**config.mk**
```make
export PLATFORM = sky130hd
export DESIGN_NAME = timer_dev_flat
export DESIGN_NICKNAME = d
export VERILOG_FILES = /design/src/rtl/timer_dev_pkg.sv /design/src/rtl/timer_dev_if.sv /design/src/rtl/timer_dev.sv /design/src/flat_wrapper.sv
export SDC_FILE = /design/constraint.sdc
export NUM_CORES = 1
export LEC_CHECK = 0
export BUFFER_PORTS_ARGS = -buffer_cell sky130_fd_sc_hd__buf_2
export CAP_MARGIN = 20
export CORE_MARGIN = 2
export CORE_UTILIZATION = 60
export CTS_CLUSTER_SIZE = 30
export DETAILED_ROUTE_END_ITERATION = 10
export PLACE_DENSITY_LB_ADDON = 0.25
export SYNTH_ARGS = -nofsm -noshare
export SYNTH_HDL_FRONTEND = slang
export SYNTH_SLANG_ARGS = --single-unit
```
**constraint.sdc**
```tcl
create_clock -name clk -period 4.34 [get_ports clk]
set_input_delay 0 -clock clk [delete_from_list [all_inputs] [get_ports clk]]
set_output_delay 0 -clock clk [all_outputs]
set_load 0.03 [all_outputs]
```
**src/rtl/timer_dev_pkg.sv**
```systemverilog
// Shared definitions for the countdown timer device: state encoding,
// register offsets, CTRL field positions and counting modes.
package timer_dev_pkg;

  // Sequencer states
  typedef enum logic [1:0] {
    ST_IDLE = 2'd0,
    ST_LOAD = 2'd1,
    ST_CNT  = 2'd2,
    ST_INT  = 2'd3
  } state_t;

  // Word offsets inside the device window
  localparam logic [1:0] OFF_CTRL   = 2'd0;
  localparam logic [1:0] OFF_PRESET = 2'd1;
  localparam logic [1:0] OFF_COUNT  = 2'd2;

  // CTRL field positions
  localparam int CTRL_EN       = 0;
  localparam int CTRL_MODE_LSB = 1;
  localparam int CTRL_MODE_MSB = 2;
  localparam int CTRL_IM       = 3;

  // Only the low four CTRL bits exist; the rest read as zero
  localparam logic [31:0] CTRL_MASK = 32'h0000_000F;

  // Counting modes (2 and 3 fall back to one-shot)
  localparam logic [1:0] MODE_ONESHOT = 2'd0;
  localparam logic [1:0] MODE_RELOAD  = 2'd1;

  // Byte-lane merge: lanes with their enable set take the new data
  function automatic logic [31:0] be_merge(input logic [31:0] old_val,
                                           input logic [31:0] new_val,
                                           input logic [3:0]  lanes);
    logic [31:0] res;
    res = old_val;
    for (int i = 0; i < 4; i++) begin
      if (lanes[i]) res[8*i +: 8] = new_val[8*i +: 8];
    end
    return res;
  endfunction

endpackage

```
**src/rtl/timer_dev_if.sv**
```systemverilog
// Bridge-side bus of the timer device: write strobe, byte enables, word
// offset and store data in; read data and interrupt request out.
interface timer_dev_if;
  logic [1:0]  addr;
  logic        we;
  logic [3:0]  be;
  logic [31:0] din;
  logic [31:0] dout;
  logic        irq;

  // Bridge side
  modport master (output addr, output we, output be, output din,
                  input dout, input irq);

  // Timer side
  modport slave  (input addr, input we, input be, input din,
                  output dout, output irq);
endinterface

```
**src/rtl/timer_dev.sv**
```systemverilog
// Memory-mapped countdown timer with one-shot and auto-reload modes.
// CTRL/PRESET are byte-writable, COUNT is read-only, and a level interrupt
// (IRQF masked by IM) is acknowledged by any write to CTRL or PRESET.
module timer_dev
  import timer_dev_pkg::*;
(
  input  logic       clk,
  input  logic       rst,
  timer_dev_if.slave bus
);

  state_t      state_reg, state_next;
  logic [31:0] ctrl_reg, ctrl_next;
  logic [31:0] preset_reg, preset_next;
  logic [31:0] count_reg, count_next;
  logic        irqf_reg, irqf_next;

  logic [31:0] ctrl_base;
  logic [1:0]  mode;
  logic        wr_ctrl, wr_preset, ack;
  logic        set_irqf, clr_irqf_int;

  assign mode      = ctrl_reg[CTRL_MODE_MSB:CTRL_MODE_LSB];
  assign wr_ctrl   = bus.we && (bus.addr == OFF_CTRL);
  assign wr_preset = bus.we && (bus.addr == OFF_PRESET);
  // An all-zero byte enable is not a write and therefore not an acknowledge
  assign ack       = (wr_ctrl || wr_preset) && (|bus.be);

  // Sequencer, counter and register next-state; bus writes applied last so
  // they override the sequencer's own EN clear on written bytes
  always_comb begin
    state_next   = state_reg;
    ctrl_base    = ctrl_reg;
    count_next   = count_reg;
    preset_next  = preset_reg;
    irqf_next    = irqf_reg;
    set_irqf     = 1'b0;
    clr_irqf_int = 1'b0;

    case (state_reg)
      ST_IDLE: begin
        if (ctrl_reg[CTRL_EN]) state_next = ST_LOAD;
      end
      ST_LOAD: begin
        // The load completes even if EN was just cleared
        count_next = preset_reg;
        state_next = ST_CNT;
      end
      ST_CNT: begin
        if (!ctrl_reg[CTRL_EN]) begin
          state_next = ST_IDLE;
        end else if (count_reg > 32'd1) begin
          count_next = count_reg - 32'd1;
        end else begin
          // Saturate at zero; a preset of 0 expires immediately
          count_next = 32'd0;
          set_irqf   = 1'b1;
          state_next = ST_INT;
        end
      end
      ST_INT: begin
        state_next = ST_IDLE;
        case (mode)
          MODE_RELOAD:  clr_irqf_int = 1'b1;
          MODE_ONESHOT: ctrl_base[CTRL_EN] = 1'b0;
          default:      ctrl_base[CTRL_EN] = 1'b0;
        endcase
      end
      default: state_next = ST_IDLE;
    endcase

    if (wr_ctrl) begin
      ctrl_next = be_merge(ctrl_base, bus.din, bus.be) & CTRL_MASK;
    end else begin
      ctrl_next = ctrl_base;
    end

    if (wr_preset) begin
      preset_next = be_merge(preset_reg, bus.din, bus.be);
    end

    // Expiry beats a simultaneous acknowledge so no interrupt is lost
    if (set_irqf) begin
      irqf_next = 1'b1;
    end else if (ack || clr_irqf_int) begin
      irqf_next = 1'b0;
    end
  end

  // State and register update with synchronous reset
  always_ff @(posedge clk) begin
    if (rst) begin
      state_reg  <= ST_IDLE;
      ctrl_reg   <= 32'd0;
      preset_reg <= 32'd0;
      count_reg  <= 32'd0;
      irqf_reg   <= 1'b0;
    end else begin
      state_reg  <= state_next;
      ctrl_reg   <= ctrl_next;
      preset_reg <= preset_next;
      count_reg  <= count_next;
      irqf_reg   <= irqf_next;
    end
  end

  // Combinational read mux; offset 3 reads zero
  always_comb begin
    bus.dout = 32'd0;
    case (bus.addr)
      OFF_CTRL:   bus.dout = ctrl_reg;
      OFF_PRESET: bus.dout = preset_reg;
      OFF_COUNT:  bus.dout = count_reg;
      default:    bus.dout = 32'd0;
    endcase
  end

  assign bus.irq = irqf_reg & ctrl_reg[CTRL_IM];

endmodule

```
**src/flat_wrapper.sv**
```systemverilog
// flat-port wrapper written by rule: the top's interface ports become plain ports
module timer_dev_flat import timer_dev_pkg::*;
  (clk, rst, bus_addr, bus_we, bus_be, bus_din, bus_dout, bus_irq);
  timer_dev_if bus_i ();
  input  logic clk;
  input  logic rst;
  input wire logic [$bits(bus_i.addr)-1:0] bus_addr;
  input wire logic [$bits(bus_i.we)-1:0] bus_we;
  input wire logic [$bits(bus_i.be)-1:0] bus_be;
  input wire logic [$bits(bus_i.din)-1:0] bus_din;
  output wire logic [$bits(bus_i.dout)-1:0] bus_dout;
  output wire logic [$bits(bus_i.irq)-1:0] bus_irq;
  assign bus_i.addr = bus_addr;
  assign bus_i.we = bus_we;
  assign bus_i.be = bus_be;
  assign bus_i.din = bus_din;
  assign bus_dout = bus_i.dout;
  assign bus_irq = bus_i.irq;
  timer_dev u_core (.clk(clk), .rst(rst), .bus(bus_i));
endmodule
```
* Yosys cells after proc, flatten, opt, wreduce, memory -nomap -nowiden
Cells that the tools add are included.
Cells by class: add/subtract/negate cells 1, magnitude comparators 1, eq/ne operators 9, multiplexer cells 19, bitwise operators 1, reductions and logical operators 17
Operators by type and width (number):
- 32-bit case mux with 3 select lines | 1
- 32-bit two-way mux | 2
- 32-bit case mux with 2 select lines | 1
- 32-bit by 1-bit > comparator with 1-bit output (second input constant) | 1
- 32-bit by 1-bit subtractor with 32-bit output (second input constant) | 1
- 2-bit AND reduction | 7
- 1-bit two-way mux | 11
- 2-bit case mux with 4 select lines | 1
- 2-bit by 1-bit == test with 1-bit output (second input constant) | 3
- 2-bit == test (second input constant) | 3
- 2-bit two-way mux | 3
- 2-bit logical NOT | 2
- 2-bit by 1-bit inequality test with 1-bit output (second input constant) | 2
- 2-bit nonzero test | 2
- 4-bit OR reduction | 1
- 1-bit logical AND | 3
- 3-bit inequality test (second input constant) | 1
- 1-bit logical OR | 2
- 1-bit bitwise AND | 1
Storage, ports and cells: flip-flop bits (word level) 71, input bits 41, output and inout port bits 33, word-level logic and storage cells 57

* Longest topological paths before layout
depth after elaboration 7, depth in mapped cells 8, depth with buffers taken out 7

* Worst setup path before layout
Ideal clock, no wire load.
path kind register -> register, from register u_core.count_reg[19], to register u_core.count_reg[25], library setup time 0.114 ns, arrival time 1.928 ns, data required time 4.226 ns, slack 2.298 ns, stages on the path, launching flop included 7, buffers on the path 1, clock period less this slack 2.042 ns, cells stage by stage dfxtp_1 buf_6 or3_4 or3_4 or4_4 a31o_1 a21o_1
On the way: longest elaborated chain between the ends 4, elaborated cells between the ends (all ways) 5, those cells by class add/sub: 1; order compare: 1; mux: 3
RTL lines:
- start: declaration | RTL line timer_dev.sv:15 | logic [31:0] count_reg, count_next;
- start signal: assignment | RTL line timer_dev.sv:102 | count_reg <= count_next;
- 32-bit by 1-bit subtractor with 32-bit output or 32-bit by 1-bit > comparator with 1-bit output (tied branches) | RTL line timer_dev.sv:53, timer_dev.sv:52
- 32-bit two-way mux * | RTL line timer_dev.sv:52 | end else if (count_reg > 32'd1) begin
- 32-bit two-way mux * | RTL line timer_dev.sv:50 | if (!ctrl_reg[CTRL_EN]) begin
- 32-bit case mux with 2 select lines * | RTL line timer_dev.sv:40 | case (state_reg)
Every way passes the cells marked *; elsewhere a longest branch is shown, timed or not. The select of a mux whose other input is x is not followed. A chain may end at the register's enable or synchronous reset.

* Worst setup path in the final report
from register u_core.state_reg[1], to register u_core.count_reg[23]
On the way: longest elaborated chain between the ends 3, elaborated cells between the ends (all ways) 6, those cells by class eq/ne: 3; mux: 1; reduce/logical: 2
RTL lines:
- start: declaration | RTL line timer_dev.sv:12 | state_t state_reg, state_next;
- start signal: assignment | RTL line timer_dev.sv:99 | state_reg <= state_next;
- 2-bit == test or 2-bit by 1-bit == test with 1-bit output (tied branches) | RTL line timer_dev.sv:40
- 2-bit by 1-bit inequality test with 1-bit output (no line) or 2-bit nonzero test (tied branches)
- 2-bit AND reduction (no line)
Several ways; a longest one is shown, not always the timed one.

==> impl_metrics.yaml <==
outcome:
  status: "completed"
final_layout:
  n_antenna_cell: 0
  drive_gt1_share_pct: 18.8
  n_fill_cell: 525
  layout.nets: 662
  area_delta_synth_final_pct: 19.9
  finalInstanceArea_sq_um: 4980
  regArea_sq_um: 1420
  multiInputGateArea_sq_um: 2500
timing:
  worst_slew_pin_slew_ns: 1.12
  post-route-period-util_pct: 62.1
  skew_ns: 0.00989
  finalHoldViolations: 0
  rsz0062_at_grt: "no"
  fin_setup_tns_ns: 0
  max-slew-margin-rel_pct: 24.8
  drv_slew: 0
  finalCriticalPeriod_ns: 2.69
  setup_viol: 0
  max_freq_ghz: 0.371
clock_tree:
  cts.clk_slew.worst_paths_ns: 0.08
  cts_sinks: 71
  cts_buffers: 9
  clock_latency_ns: 0.35
  clockBufferDepth: 2
  cts_tree: "yes"
  htreeDepth: 3
  cts-root-buf: "clkbuf_8"
synth:
  ys_top_cells_by_area: "dfxtp_1, nand2_1, a21oi_1"
  syn_inst: 536
  ys_warn_count: 0
  yosysMostFrequentCell: "nand2_1"
  ys_seq_area_share_pct: 34.2
  avgSynthCellArea_sq_um: 7.75
  syn-num-nets: 579
  async_flop_share_pct: 0
  synth_top_flop_cell: "dfxtp_1"
  yosysTopAreaCell: "dfxtp_1"
  synth_area_sq_um: 4150
  synth_seq_cells: 71
  netlist_top_cells_count: "nand2_1, dfxtp_1, a21oi_1"
  synth_edf_count: 0
  ys_types: 67
  synth_top_area_share_pct: 34.2
placement:
  dp_hpwl_mm: 8.95
  gp_congestion: 0.937
  io_buffers: 73
  place_area_sq_um: 4480
routing:
  drt-initial-drc-count: 527
  ant_nets: 0
  drc: 0
  routed_wl_mm: 13.6
  drtPass1Iterations: 6
  wl_per_cell_um: 19.3
  vias: 4662
  vias_per_cell: 6.62
floorplanning:
  die_y_um: 87.2
  rows: 30
  die-area_sq_um: 7600
  start_util_pct: 61.5
  coreArea_sq_um: 6760
  die_x_um: 87.2
  ios: 74
worst_hold_path:
  hold_path.class: "in -> reg"
pwr:
  peakVddDrop_mv: 0.267
  power_density_nw_per_um2: 274
  power_leakage_nw: 2.04
grt:
  grt_max_degree: 42
  grt_first_pass_wirelength_mm: 21.2
  antenna_found_initial: 0
  grt_usage_pct: 36.0
  grt.overflow.total: 0
  first_global_vias: 4183
critical_path:
  crit_required_ns: 4.61
  critPathMaxFanout: 24
  worstPathArrival_ns: 2.97
  cp-end-kind: "flip-flop"
  crit_path_start_kind: "flip-flop"
  worst-setup-path-type: "reg -> reg"
job:
  cap_violations: 0
critical path: stages (launching register included):
cell and delay (ns):
dfxtp_1 0.58, nand2b_1 0.86, nand2_2 0.36, nor2_1 0.52, a22oi_1 0.17, o21ai_0 0.11
layer usage:
layer	vias to the layer above	track usage, %	wire length, um	share of wire [%]
met5	-	0	0	0
met4	0	13.7	366	2.7
met3	38	6.16	1300	9.6
met2	300	55.4	6280	46
met1	2173	50.5	5620	41
li1	2151	-	-	-
cell families (layout without fill, tap and decap cells):
kind of cell	count (synthesis)	count (layout)	share of synthesized area [%]
buf+inv	53	141	5.78
flops	71	71	34.2
simple gates	206	206	25.3
fa+ha+maj	2	2	0.602
compound gates	186	186	29.9
mux	14	14	3.37
xor+xnor	4	4	0.844
cell usage in the layout, fill, tap and decap left out, types with 6 or more instances in the layout:
cell           instances
a211oi_1              14
a21oi_1               57
a22o_1                27
a22oi_1                6
buf_2                 73
buf_4                  7
clkbuf_8               9
dfxtp_1               71
dlygate4sd3_1         32
inv_1                 13
mux2i_1               14
nand2_1               88
nand3_1               12
nand4_1                6
nor2_1                36
nor3_1                11
nor4_1                13
o21ai_0               35
o31ai_1                7
final cells by class:
class,instances,share of cell area (%)
Multi-Input combinational cell,412,50.1
Inverter,13,0.980
Tap cell,80,2.01
Clock inverter,6,0.930
Timing Repair Buffer,112,14.8
Sequential cell,71,28.5
Clock buffer,10,2.56
power by group:
part | leakage (nW) | internal (mW) | total [mW] | switching [mW]
Sequential | 0.573 | 0.661 | 0.674 | 0.0140
Clock | 0.0829 | 0.211 | 0.487 | 0.276
Combinational | 1.38 | 0.0805 | 0.204 | 0.123
worst paths after layout:
check	from	end	slack [ns]	depth (start not counted)
worst max register to register	u_core.state_reg[1]	u_core.count_reg[23]	1.65	5
worst min register to register	u_core.preset_reg[7]	u_core.preset_reg[7]	0.47	2
worst max-delay path	u_core.state_reg[1]	u_core.count_reg[23]	1.65	5
worst min-delay path	bus_addr[0]	u_core.ctrl_reg[2]	0.15	4
repair_timing:
action,4_1_cts,5_1_grt
hold endpoints to repair,36,0
endpoints found under the setup margin,0,0
buffers inserted,0,0
hold buffers,32,0
gates resized for setup,0,0
per-stage QoR:
stage | instances | setup slack (ns) | util, % | hold WS [ns] | power, mW
after global placement | 656 | 1.88 | 66.4 | 0.240 | 0.858
final | 704 | 1.65 | 73.7 | 0.150 | 1.37
after global routing | 704 | 1.46 | 73.7 | 0.179 | 1.40
after floorplan | 536 | 2.30 | - | 0.136 | 0.802
after detailed placement | 656 | 1.71 | 66.4 | 0.245 | 0.862
after CTS | 704 | 1.68 | 73.7 | 0.151 | 1.35
No activity file was read; power rests on OpenSTA's default activity.
